File: config.mk
export PLATFORM = sky130hd
export DESIGN_NAME = rgb_slice_writer_flat
export DESIGN_NICKNAME = d
export VERILOG_FILES = /design/src/rtl/rgb_slice_writer_if.sv /design/src/rtl/rgb_slice_writer.sv /design/src/flat_wrapper.sv
export SDC_FILE = /design/constraint.sdc
export NUM_CORES = 1
export LEC_CHECK = 0
export CAP_MARGIN = 20
export CORE_MARGIN = 5
export CORE_UTILIZATION = 35
export DETAILED_ROUTE_END_ITERATION = 16
export SLEW_MARGIN = 20
export SYNTH_ARGS = -nofsm -noshare
export SYNTH_HDL_FRONTEND = slang
export SYNTH_SLANG_ARGS = --single-unit
File: constraint.sdc
create_clock -name rgb_clk -period 3.2 [get_ports rgb_clk]
set_clock_uncertainty 0.2 [all_clocks]
set_input_delay 0.8 -clock rgb_clk [delete_from_list [all_inputs] [get_ports rgb_clk]]
set_output_delay 0.8 -clock rgb_clk [all_outputs]
set_load 0.005 [all_outputs]
File: src/rtl/rgb_slice_writer_if.sv
// RAM write port between the RGB slice writer and the slice RAM.
//   ram_addr      write address (word address)
//   ram_data      packed pixel, zero-extended to RAM_DATA_WIDTH
//   write_enable  one-cycle write strobe; addr/data are valid only while it is high
// master: the writer (drives the port); slave: the RAM (receives it).
interface rgb_slice_writer_if #(
   parameter int unsigned RAM_ADDR_WIDTH = 32,
   parameter int unsigned RAM_DATA_WIDTH = 16
);
   logic [RAM_ADDR_WIDTH-1:0] ram_addr;
   logic [RAM_DATA_WIDTH-1:0] ram_data;
   logic                      write_enable;

   modport master (
      output ram_addr,
      output ram_data,
      output write_enable
   );

   modport slave (
      input ram_addr,
      input ram_data,
      input write_enable
   );
endinterface

File: src/rtl/rgb_slice_writer.sv
// RGB-to-RAM slice writer.
// Samples the parallel RGB bus on rgb_clk, packs each active pixel (hsync & vsync both high)
// into a 16-bit format chosen when capture is enabled, and writes whole slices of
// IMAGE_WIDTH*IMAGE_HEIGHT pixels into a RAM holding IMAGE_IN_RAM slices. Capture always
// starts on a vsync falling edge; a frame that ends before a slice is complete is discarded
// and its slot rewritten. In ring mode the RAM is reused from slice 0, otherwise capture
// stops once the RAM is full.
// Ports:
//   rgb_clk       pixel clock, all logic on the rising edge
//   nrst          asynchronous active-low reset
//   rgb           {R[7:0], G[7:0], B[7:0]}
//   hsync/vsync   low = horizontal/vertical blanking
//   pix_fmt       0 RGB565, 1 RGB555, 2 RGB444, 3 G8 mono; latched when capture is enabled
//   ring_mode     1: wrap to slice 0 at the end of the RAM, 0: stop when full
//   rgb_enable    1 = capture allowed; 0 returns to idle and clears all progress
//   ram           RAM write port (master side)
//   stream_ready  enough slices written for the reader to start; sticky while enabled
//   slice_done    one-cycle pulse alongside the write of the last pixel of a slice
//   slice_count   slices completed since enable, saturating at 255
//   frame_error   one-cycle pulse when a short frame is discarded
module rgb_slice_writer #(
   parameter int unsigned RAM_ADDR_WIDTH       = 32,
   parameter int unsigned RAM_DATA_WIDTH       = 16,
   parameter int unsigned IMAGE_WIDTH          = 40,
   parameter int unsigned IMAGE_HEIGHT         = 48,
   parameter int unsigned IMAGE_IN_RAM         = 18,
   parameter int unsigned SLICES_BEFORE_STREAM = 1
) (
   input  logic                 rgb_clk,
   input  logic                 nrst,
   input  logic [23:0]          rgb,
   input  logic                 hsync,
   input  logic                 vsync,
   input  logic [1:0]           pix_fmt,
   input  logic                 ring_mode,
   input  logic                 rgb_enable,
   rgb_slice_writer_if.master   ram,
   output logic                 stream_ready,
   output logic                 slice_done,
   output logic [7:0]           slice_count,
   output logic                 frame_error
);

   localparam int unsigned ImageSize = IMAGE_WIDTH * IMAGE_HEIGHT;
   localparam int unsigned RamWords  = ImageSize * IMAGE_IN_RAM;
   localparam int unsigned CntW      = (ImageSize > 1) ? $clog2(ImageSize) : 1;

   localparam logic [CntW-1:0]           LastPix  = CntW'(ImageSize - 1);
   localparam logic [RAM_ADDR_WIDTH-1:0] SliceLen = RAM_ADDR_WIDTH'(ImageSize);
   localparam logic [RAM_ADDR_WIDTH-1:0] RamEnd   = RAM_ADDR_WIDTH'(RamWords);
   localparam logic [7:0]                StreamAt = 8'(SLICES_BEFORE_STREAM);

   typedef enum logic [1:0] {
      StIdle,
      StSync,
      StCapture,
      StFull
   } state_e;

   state_e                    state_q;
   logic [1:0]                fmt_q;
   logic                      vsync_q;
   logic [CntW-1:0]           pixel_cnt_q;
   logic [RAM_ADDR_WIDTH-1:0] base_q;
   // A slice has been completed in the current frame; remaining pixels are dropped.
   logic                      frame_taken_q;
   logic [7:0]                slice_count_q;
   logic                      stream_ready_q;
   logic                      write_enable_q;
   logic [RAM_ADDR_WIDTH-1:0] ram_addr_q;
   logic [RAM_DATA_WIDTH-1:0] ram_data_q;
   logic                      slice_done_q;
   logic                      frame_error_q;

   logic                      active;
   logic                      vs_fall;
   logic                      last_pix;
   logic [RAM_ADDR_WIDTH-1:0] next_base;
   logic [15:0]               pix16;
   logic [RAM_DATA_WIDTH-1:0] pix_word;

   assign active    = hsync & vsync;
   assign vs_fall   = vsync_q & ~vsync;
   assign last_pix  = (pixel_cnt_q == LastPix);
   assign next_base = base_q + SliceLen;

   always_comb begin
      pix16 = 16'h0000;
      unique case (fmt_q)
         2'd0: pix16 = {rgb[23:19], rgb[15:10], rgb[7:3]};
         2'd1: pix16 = {1'b0, rgb[23:19], rgb[15:11], rgb[7:3]};
         2'd2: pix16 = {4'b0000, rgb[23:20], rgb[15:12], rgb[7:4]};
         2'd3: pix16 = {8'h00, rgb[15:8]};
         default: pix16 = 16'h0000;
      endcase
      pix_word = RAM_DATA_WIDTH'(pix16);
   end

   always_ff @(posedge rgb_clk or negedge nrst) begin
      if (!nrst) begin
         state_q        <= StIdle;
         fmt_q          <= 2'd0;
         vsync_q        <= 1'b0;
         pixel_cnt_q    <= '0;
         base_q         <= '0;
         frame_taken_q  <= 1'b0;
         slice_count_q  <= 8'd0;
         stream_ready_q <= 1'b0;
         write_enable_q <= 1'b0;
         ram_addr_q     <= '0;
         ram_data_q     <= '0;
         slice_done_q   <= 1'b0;
         frame_error_q  <= 1'b0;
      end else begin
         vsync_q        <= vsync;
         write_enable_q <= 1'b0;
         slice_done_q   <= 1'b0;
         frame_error_q  <= 1'b0;

         if (!rgb_enable) begin
            state_q        <= StIdle;
            pixel_cnt_q    <= '0;
            base_q         <= '0;
            frame_taken_q  <= 1'b0;
            slice_count_q  <= 8'd0;
            stream_ready_q <= 1'b0;
         end else begin
            // slice_count already holds the new total, so this rises one cycle after it.
            if (slice_count_q >= StreamAt) begin
               stream_ready_q <= 1'b1;
            end

            unique case (state_q)
               StIdle: begin
                  fmt_q   <= pix_fmt;
                  state_q <= StSync;
               end

               StSync: begin
                  if (vs_fall) begin
                     frame_taken_q <= 1'b0;
                     state_q       <= StCapture;
                  end
               end

               StCapture: begin
                  if (vs_fall) begin
                     // Short frame: rewind to the start of the current slot.
                     if (pixel_cnt_q != '0) begin
                        frame_error_q <= 1'b1;
                     end
                     pixel_cnt_q   <= '0;
                     frame_taken_q <= 1'b0;
                  end else if (active && !frame_taken_q) begin
                     write_enable_q <= 1'b1;
                     ram_addr_q     <= base_q + RAM_ADDR_WIDTH'(pixel_cnt_q);
                     ram_data_q     <= pix_word;
                     if (last_pix) begin
                        slice_done_q  <= 1'b1;
                        pixel_cnt_q   <= '0;
                        frame_taken_q <= 1'b1;
                        if (slice_count_q != 8'hFF) begin
                           slice_count_q <= slice_count_q + 8'd1;
                        end
                        if (next_base == RamEnd) begin
                           base_q <= '0;
                           if (!ring_mode) begin
                              state_q <= StFull;
                           end
                        end else begin
                           base_q <= next_base;
                        end
                     end else begin
                        pixel_cnt_q <= pixel_cnt_q + 1'b1;
                     end
                  end
               end

               StFull: begin
                  // Held until rgb_enable drops.
               end

               default: state_q <= StIdle;
            endcase
         end
      end
   end

   assign ram.write_enable = write_enable_q;
   assign ram.ram_addr     = ram_addr_q;
   assign ram.ram_data     = ram_data_q;
   assign stream_ready     = stream_ready_q;
   assign slice_done       = slice_done_q;
   assign slice_count      = slice_count_q;
   assign frame_error      = frame_error_q;

endmodule
File: src/flat_wrapper.sv
// flat-port wrapper written by rule: the top's interface ports become plain ports
module rgb_slice_writer_flat 
#(
   parameter int unsigned RAM_ADDR_WIDTH       = 32,
   parameter int unsigned RAM_DATA_WIDTH       = 16,
   parameter int unsigned IMAGE_WIDTH          = 40,
   parameter int unsigned IMAGE_HEIGHT         = 48,
   parameter int unsigned IMAGE_IN_RAM         = 18,
   parameter int unsigned SLICES_BEFORE_STREAM = 1
)
  (rgb_clk, nrst, rgb, hsync, vsync, pix_fmt, ring_mode, rgb_enable, stream_ready, slice_done, slice_count, frame_error, ram_ram_addr, ram_ram_data, ram_write_enable);
  rgb_slice_writer_if #(.RAM_ADDR_WIDTH(RAM_ADDR_WIDTH), .RAM_DATA_WIDTH(RAM_DATA_WIDTH)) ram_i ();
  input  logic rgb_clk;
  input  logic nrst;
  input  logic [23:0] rgb;
  input  logic hsync;
  input  logic vsync;
  input  logic [1:0] pix_fmt;
  input  logic ring_mode;
  input  logic rgb_enable;
  output logic stream_ready;
  output logic slice_done;
  output logic [7:0] slice_count;
  output logic frame_error;
  output wire logic [$bits(ram_i.ram_addr)-1:0] ram_ram_addr;
  output wire logic [$bits(ram_i.ram_data)-1:0] ram_ram_data;
  output wire logic [$bits(ram_i.write_enable)-1:0] ram_write_enable;
  assign ram_ram_addr = ram_i.ram_addr;
  assign ram_ram_data = ram_i.ram_data;
  assign ram_write_enable = ram_i.write_enable;
  rgb_slice_writer #(.RAM_ADDR_WIDTH(RAM_ADDR_WIDTH), .RAM_DATA_WIDTH(RAM_DATA_WIDTH), .IMAGE_WIDTH(IMAGE_WIDTH), .IMAGE_HEIGHT(IMAGE_HEIGHT), .IMAGE_IN_RAM(IMAGE_IN_RAM), .SLICES_BEFORE_STREAM(SLICES_BEFORE_STREAM)) u_core (.rgb_clk(rgb_clk), .nrst(nrst), .rgb(rgb), .hsync(hsync), .vsync(vsync), .pix_fmt(pix_fmt), .ring_mode(ring_mode), .rgb_enable(rgb_enable), .ram(ram_i), .stream_ready(stream_ready), .slice_done(slice_done), .slice_count(slice_count), .frame_error(frame_error));
endmodule
# Yosys cells after proc, flatten, opt, wreduce, memory -nomap -nowiden
# Cells that the tools add are included.
# Widths: inputs -> output; s select.
# word_totals
ff_bits,109
wordCells,106
# classes
n_mux,47
bitwise_logic,4
n_addsub,4
n_lt_le_gt_ge,1
n_reduce_logical,12
n_eq_ne,25
# op_table
cell,count
$mux 32,6
$pmux 16 s4,1
$mux 11,5
$mux 8,6
$add 32x11->32,1
$add 32x11->32 const B,1
$eq 32x16->1 const B,1
$mux 1,20
$mux 2,7
$ne 3x2->1 const B,4
$reduce_and 4->1,3
$add 11x1->11 const B,1
$eq 11x11->1 const B,1
$reduce_bool 11->1,1
$ne 2x1->1 const B,5
$add 8x1->8 const B,1
$ge 8x1->1 const B,1
$ne 4x2->1 const B,2
$ne 8x8->1 const B,1
$reduce_and 7->1,1
$eq 2x2->1 const B,3
$ne 3x1->1 const B,2
$ne 3x3->1 const B,2
$pmux 2 s3,1
11 further kinds,16

# Logic depth before layout (Yosys ltp)
# logic_depth
word_depth,8
depth_mapped,13
ltp_nobuf,10

# Worst setup path before layout
# Ideal clock, no wire load.
# synth_path
path_kind,reg-to-reg
from,register u_core.base_q[7]
to,register u_core.base_q[20]
t_required_ps,2882
path_slack_ps,276
t_arrival_ps,2606
stages_incl_launch_ff,14
cell_sequence,dfrtp_1 > inv_1 > ha_1 > or3b_1 > buf_6 > nand4_4 > buf_6 > xor2_2 > o211ai_1 > nand4b_2 > o31ai_4 > buf_6 > o21ai_1 > a21o_1
# synth_via
elab_chain_cells,8
# synth_rtl
element,line_no,rtl
from (decl),rgb_slice_writer.sv:64,logic [RAM_ADDR_WIDTH-1:0] base_q;
from (signal assigned),rgb_slice_writer.sv:171,base_q <= next_base;
$add 32x11->32 *,rgb_slice_writer.sv:85,assign next_base = base_q + SliceLen;
$eq 32x16->1,rgb_slice_writer.sv:165,if (next_base == RamEnd) begin
$mux 32 *,rgb_slice_writer.sv:165,
$mux 32 *,rgb_slice_writer.sv:158,if (last_pix) begin
$mux 32 *,rgb_slice_writer.sv:154,end else if (active && !frame_taken_q) begin
$mux 32 *,rgb_slice_writer.sv:147,if (vs_fall) begin
$mux 32 *,rgb_slice_writer.sv:133,unique case (state_q)
$mux 32 *,rgb_slice_writer.sv:120,if (!rgb_enable) begin
# Every way passes the cells marked *; elsewhere a longest branch is shown, timed or not. The select of a mux whose other input is x is not followed.
# A chain may end at the register's enable or synchronous reset.

# Worst setup path after layout
# layout_path
from,register u_core.base_q[17]
to,register u_core.state_q[1]
# layout_via
elab_chain_cells,4
# layout_rtl
element,line_no,rtl
$add 32x11->32,rgb_slice_writer.sv:85,
$eq 32x16->1,rgb_slice_writer.sv:165,
$ne 3x2->1 (no line),-,
$reduce_and 7->1 (no line),-,
to (signal assigned),rgb_slice_writer.sv:101,state_q <= StIdle;
to (signal assigned),rgb_slice_writer.sv:168,state_q <= StFull;
to (signal assigned),rgb_slice_writer.sv:183,default: state_q <= StIdle;
to (decl),rgb_slice_writer.sv:60,state_e state_q;
# Every way passes these cells.

==> impl_metrics.env <==
export IMPL_clockRootBuffer="clkbuf_16"
export IMPL_finalSetupViolations=0
export IMPL_die_h_um=139
export IMPL_p_per_area_mw_per_mm2=433
export IMPL_vdd_drop_max_mv=0.272
export IMPL_mostFrequentLayoutCell="nand2_1"
export IMPL_fin_util_pct=45.8
export IMPL_setup_worst_path_start_class="flop"
export IMPL_reg2reg_from="u_core.base_q[17]"
export IMPL_ys_ff_latch=102
export IMPL_clock_latency_ns=0.35
export IMPL_synth_edf_count=0
export IMPL_synth_top_area_share_pct=43.7
export IMPL_cp_max_fo=7
export IMPL_maxCapViolCount=0
export IMPL_dieArea_mm2=0.0194
export IMPL_grt_pass1_vias=5198
export IMPL_n_antenna_cell=0
export IMPL_syn_cell_area_mm2=0.00584
export IMPL_outcome="finished, final reports clean"
export IMPL_syn_inst=645
export IMPL_drtIter0Drc=383
export IMPL_drt_total_wl_um=15400
export IMPL_crit_type="reg2reg"
export IMPL_crit_slowest_cell="dfrtp_1"
export IMPL_synth_main_ff_cell="dfrtp_1"
export IMPL_dr_pass1_iters=5
export IMPL_hold_class="in2async"
export IMPL_cp_cell_sequence="and4_1 -> nand4_4 -> buf_4 -> o21a_1 -> nor4_4 -> nand4_2 -> buf_6 -> o41ai_4 -> o311ai_4 -> mux2i_1"
export IMPL_hold_viol_final=0
export IMPL_gr_total_overflow=0
export IMPL_cpLargestDelayFamily="simple AND/OR/NAND/NOR gates"
export IMPL_synth_nets=690
export IMPL_setup_ws_ns=0.147
export IMPL_fin_area_mm2=0.00754
export IMPL_fin_nets=799
export IMPL_fin_crit_sh_pct=95.4
export IMPL_p_leak_nw=3.32
export IMPL_place_congestion=0.913
export IMPL_grt_max_degree=88
export IMPL_cts_buffers=9
export IMPL_io_pins=92
export IMPL_synth_area_top_cells="dfrtp_1 (44%), nand2_1 (7.2%), o21ai_0 (4.9%), xnor2_1 (3.7%), nand3_1 (2.9%)"
export IMPL_max_stage_delay_ns=0.50
export IMPL_path_buf_inv=2
export IMPL_critPathCaptureType="flop"
export IMPL_fp_coreArea_mm2=0.0165
export IMPL_fmax_mhz=328
export IMPL_arrival_ns=3.08
export IMPL_layout_common_cells="nand2_1 (112), dfrtp_1 (101), clkdlybuf4s50_1 (84)"
export IMPL_grt_total_usage_pct=16.3
export IMPL_drive_above_1_share_pct=14.1
export IMPL_io_buffers=85
export IMPL_rsz0062_at_grt="yes"
export IMPL_die_width_um=139
export IMPL_p_total_w=0.00327
export IMPL_cts_htree_levels=3
export IMPL_startpoint="u_core.base_q[17]"
export IMPL_cts_hold_buf=0
export IMPL_dpl_worst_slack_ns=-0.150
export IMPL_rows=47
export IMPL_cts_max_path_buffers=2
export IMPL_final_max_slew_viol_count=0
export IMPL_tightestPinTransition_ns=0.792
export IMPL_num_vias=5063
export IMPL_drc=0
export IMPL_cts_clk_slew_worst_paths_ns=0.08
export IMPL_wl_per_cell_um=15.7
export IMPL_area_delta_synth_final_pct=29.2
export IMPL_dpl_hpwl_um=11200
export IMPL_syn_area_per_cell_um2=9.05
export IMPL_ys_seq_area_share_pct=43.7
export IMPL_cts_tree="yes"
export IMPL_rrSetupSlack_ns=0.15
export IMPL_grt_antenna_before_repair=0
export IMPL_yosys_cell_types_count=67
export IMPL_vias_per_cell=5.17
export IMPL_max_slew_margin_rel_pct=47.2
export IMPL_start_util_pct=35.5
export IMPL_placed_cell_area_mm2=0.00715
export IMPL_worstPathRequired_ns=3.23
export IMPL_async_flop_share_pct=100
export IMPL_clock_sinks=102
export IMPL_grt_pass1_wl_um=26100
export IMPL_synth_top_cell_by_area="dfrtp_1"
export IMPL_min_period_ns=3.05
export IMPL_yosysWarnings=0
export IMPL_ant_nets=0
worst paths after layout:
kind / to / depth (start not counted)
worst min register to register: u_core.ram.ram_addr[3] / 2
max in group asynchronous: u_core.ram.ram_data[4] / 2
worst max register to register: u_core.state_q[1] / 10
worst max-delay path: u_core.state_q[1] / 10
min in group rgb_clk: u_core.ram.ram_addr[3] / 2
worst min-delay path: u_core.ram.ram_data[1] / 1
report_power, final:
part | internal [W] | switching, W | total [W]
Combinational | 0.000373 | 0.000264 | 0.000637
Sequential | 0.00140 | 0.000149 | 0.00155
Clock | 0.000544 | 0.000537 | 0.00108
area by class of cell:
cell class                      count  area [um2]
Fill cell                        1585        8920
Multi-Input combinational cell    487        3080
Sequential cell                   102        2550
Timing Repair Buffer              141        1300
Tap cell                          220         275
Clock buffer                        9         225
Clock inverter                      7        61.3
Inverter                           13        48.8
synthesized netlist by cell type, types with 9 or more instances:
cell / number
nand4_1: 9
nand2_1: 112
xnor2_1: 25
o21ai_0: 57
mux2i_1: 14
nand3_1: 34
a21oi_1: 17
inv_1: 12
a21o_1: 12
clkbuf_1: 17
xor2_1: 13
nor2_1: 43
or3_1: 11
nor3_1: 17
ha_1: 13
nor4_1: 13
dfrtp_1: 102
repair_timing:
action,CTS,global route
pin swaps,3,6
setup buffers,0,2
endpoints found under the setup margin,2,8
gates resized for setup,4,11
stage by stage:
| step | hold WS (ns) | std cells | TNS (ns) |
|---|---|---|---|
| floorplan | 0.263 | 645 | 0 |
| global placement | 0.255 | 961 | -0.0523 |
| detailed placement | 0.262 | 961 | -0.298 |
| CTS | 0.241 | 977 | 0 |
| global route | 0.267 | 979 | -0.0207 |
| finish | 0.229 | 979 | 0 |
cell families (layout without fill, tap and decap cells):
| group | count (synthesis) | in the layout | synth area share, % |
|---|---|---|---|
| fa+ha+maj | 13 | 13 | 2.79 |
| xor+xnor | 39 | 39 | 5.98 |
| simple gates | 295 | 295 | 26.7 |
| mux | 18 | 18 | 3.24 |
| flops | 102 | 102 | 43.7 |
| compound gates | 122 | 122 | 12.5 |
| buf+inv | 56 | 170 | 5.10 |
sequential cells by signal (all words and copies together) (netlist names):
name and cells:
u_core.ram.ram_data 16, u_core.ram.write_enable 1, u_core.ram.ram_addr 32, u_core.pixel_cnt_q 11, u_core.frame_taken_q 1, u_core.base_q 25, u_core.stream_ready 1, u_core.slice_done 1
u_core.slice_count 8, u_core.vsync_q 1, u_core.frame_error 1, u_core.state_q 2, u_core.fmt_q 2
per-layer routing:
metal / part of all wire (%) / GRT usage, % / wire length [um] / vias up
met5: 0 / 0 / 0 / -
met4: 2.2 / 6.69 / 335 / 0
met3: 5.1 / 3.10 / 789 / 25
met2: 47 / 26.5 / 7190 / 149
met1: 46 / 21.3 / 7090 / 2416
li1: - / - / - / 2473
Power figures use the tool's default switching activity.
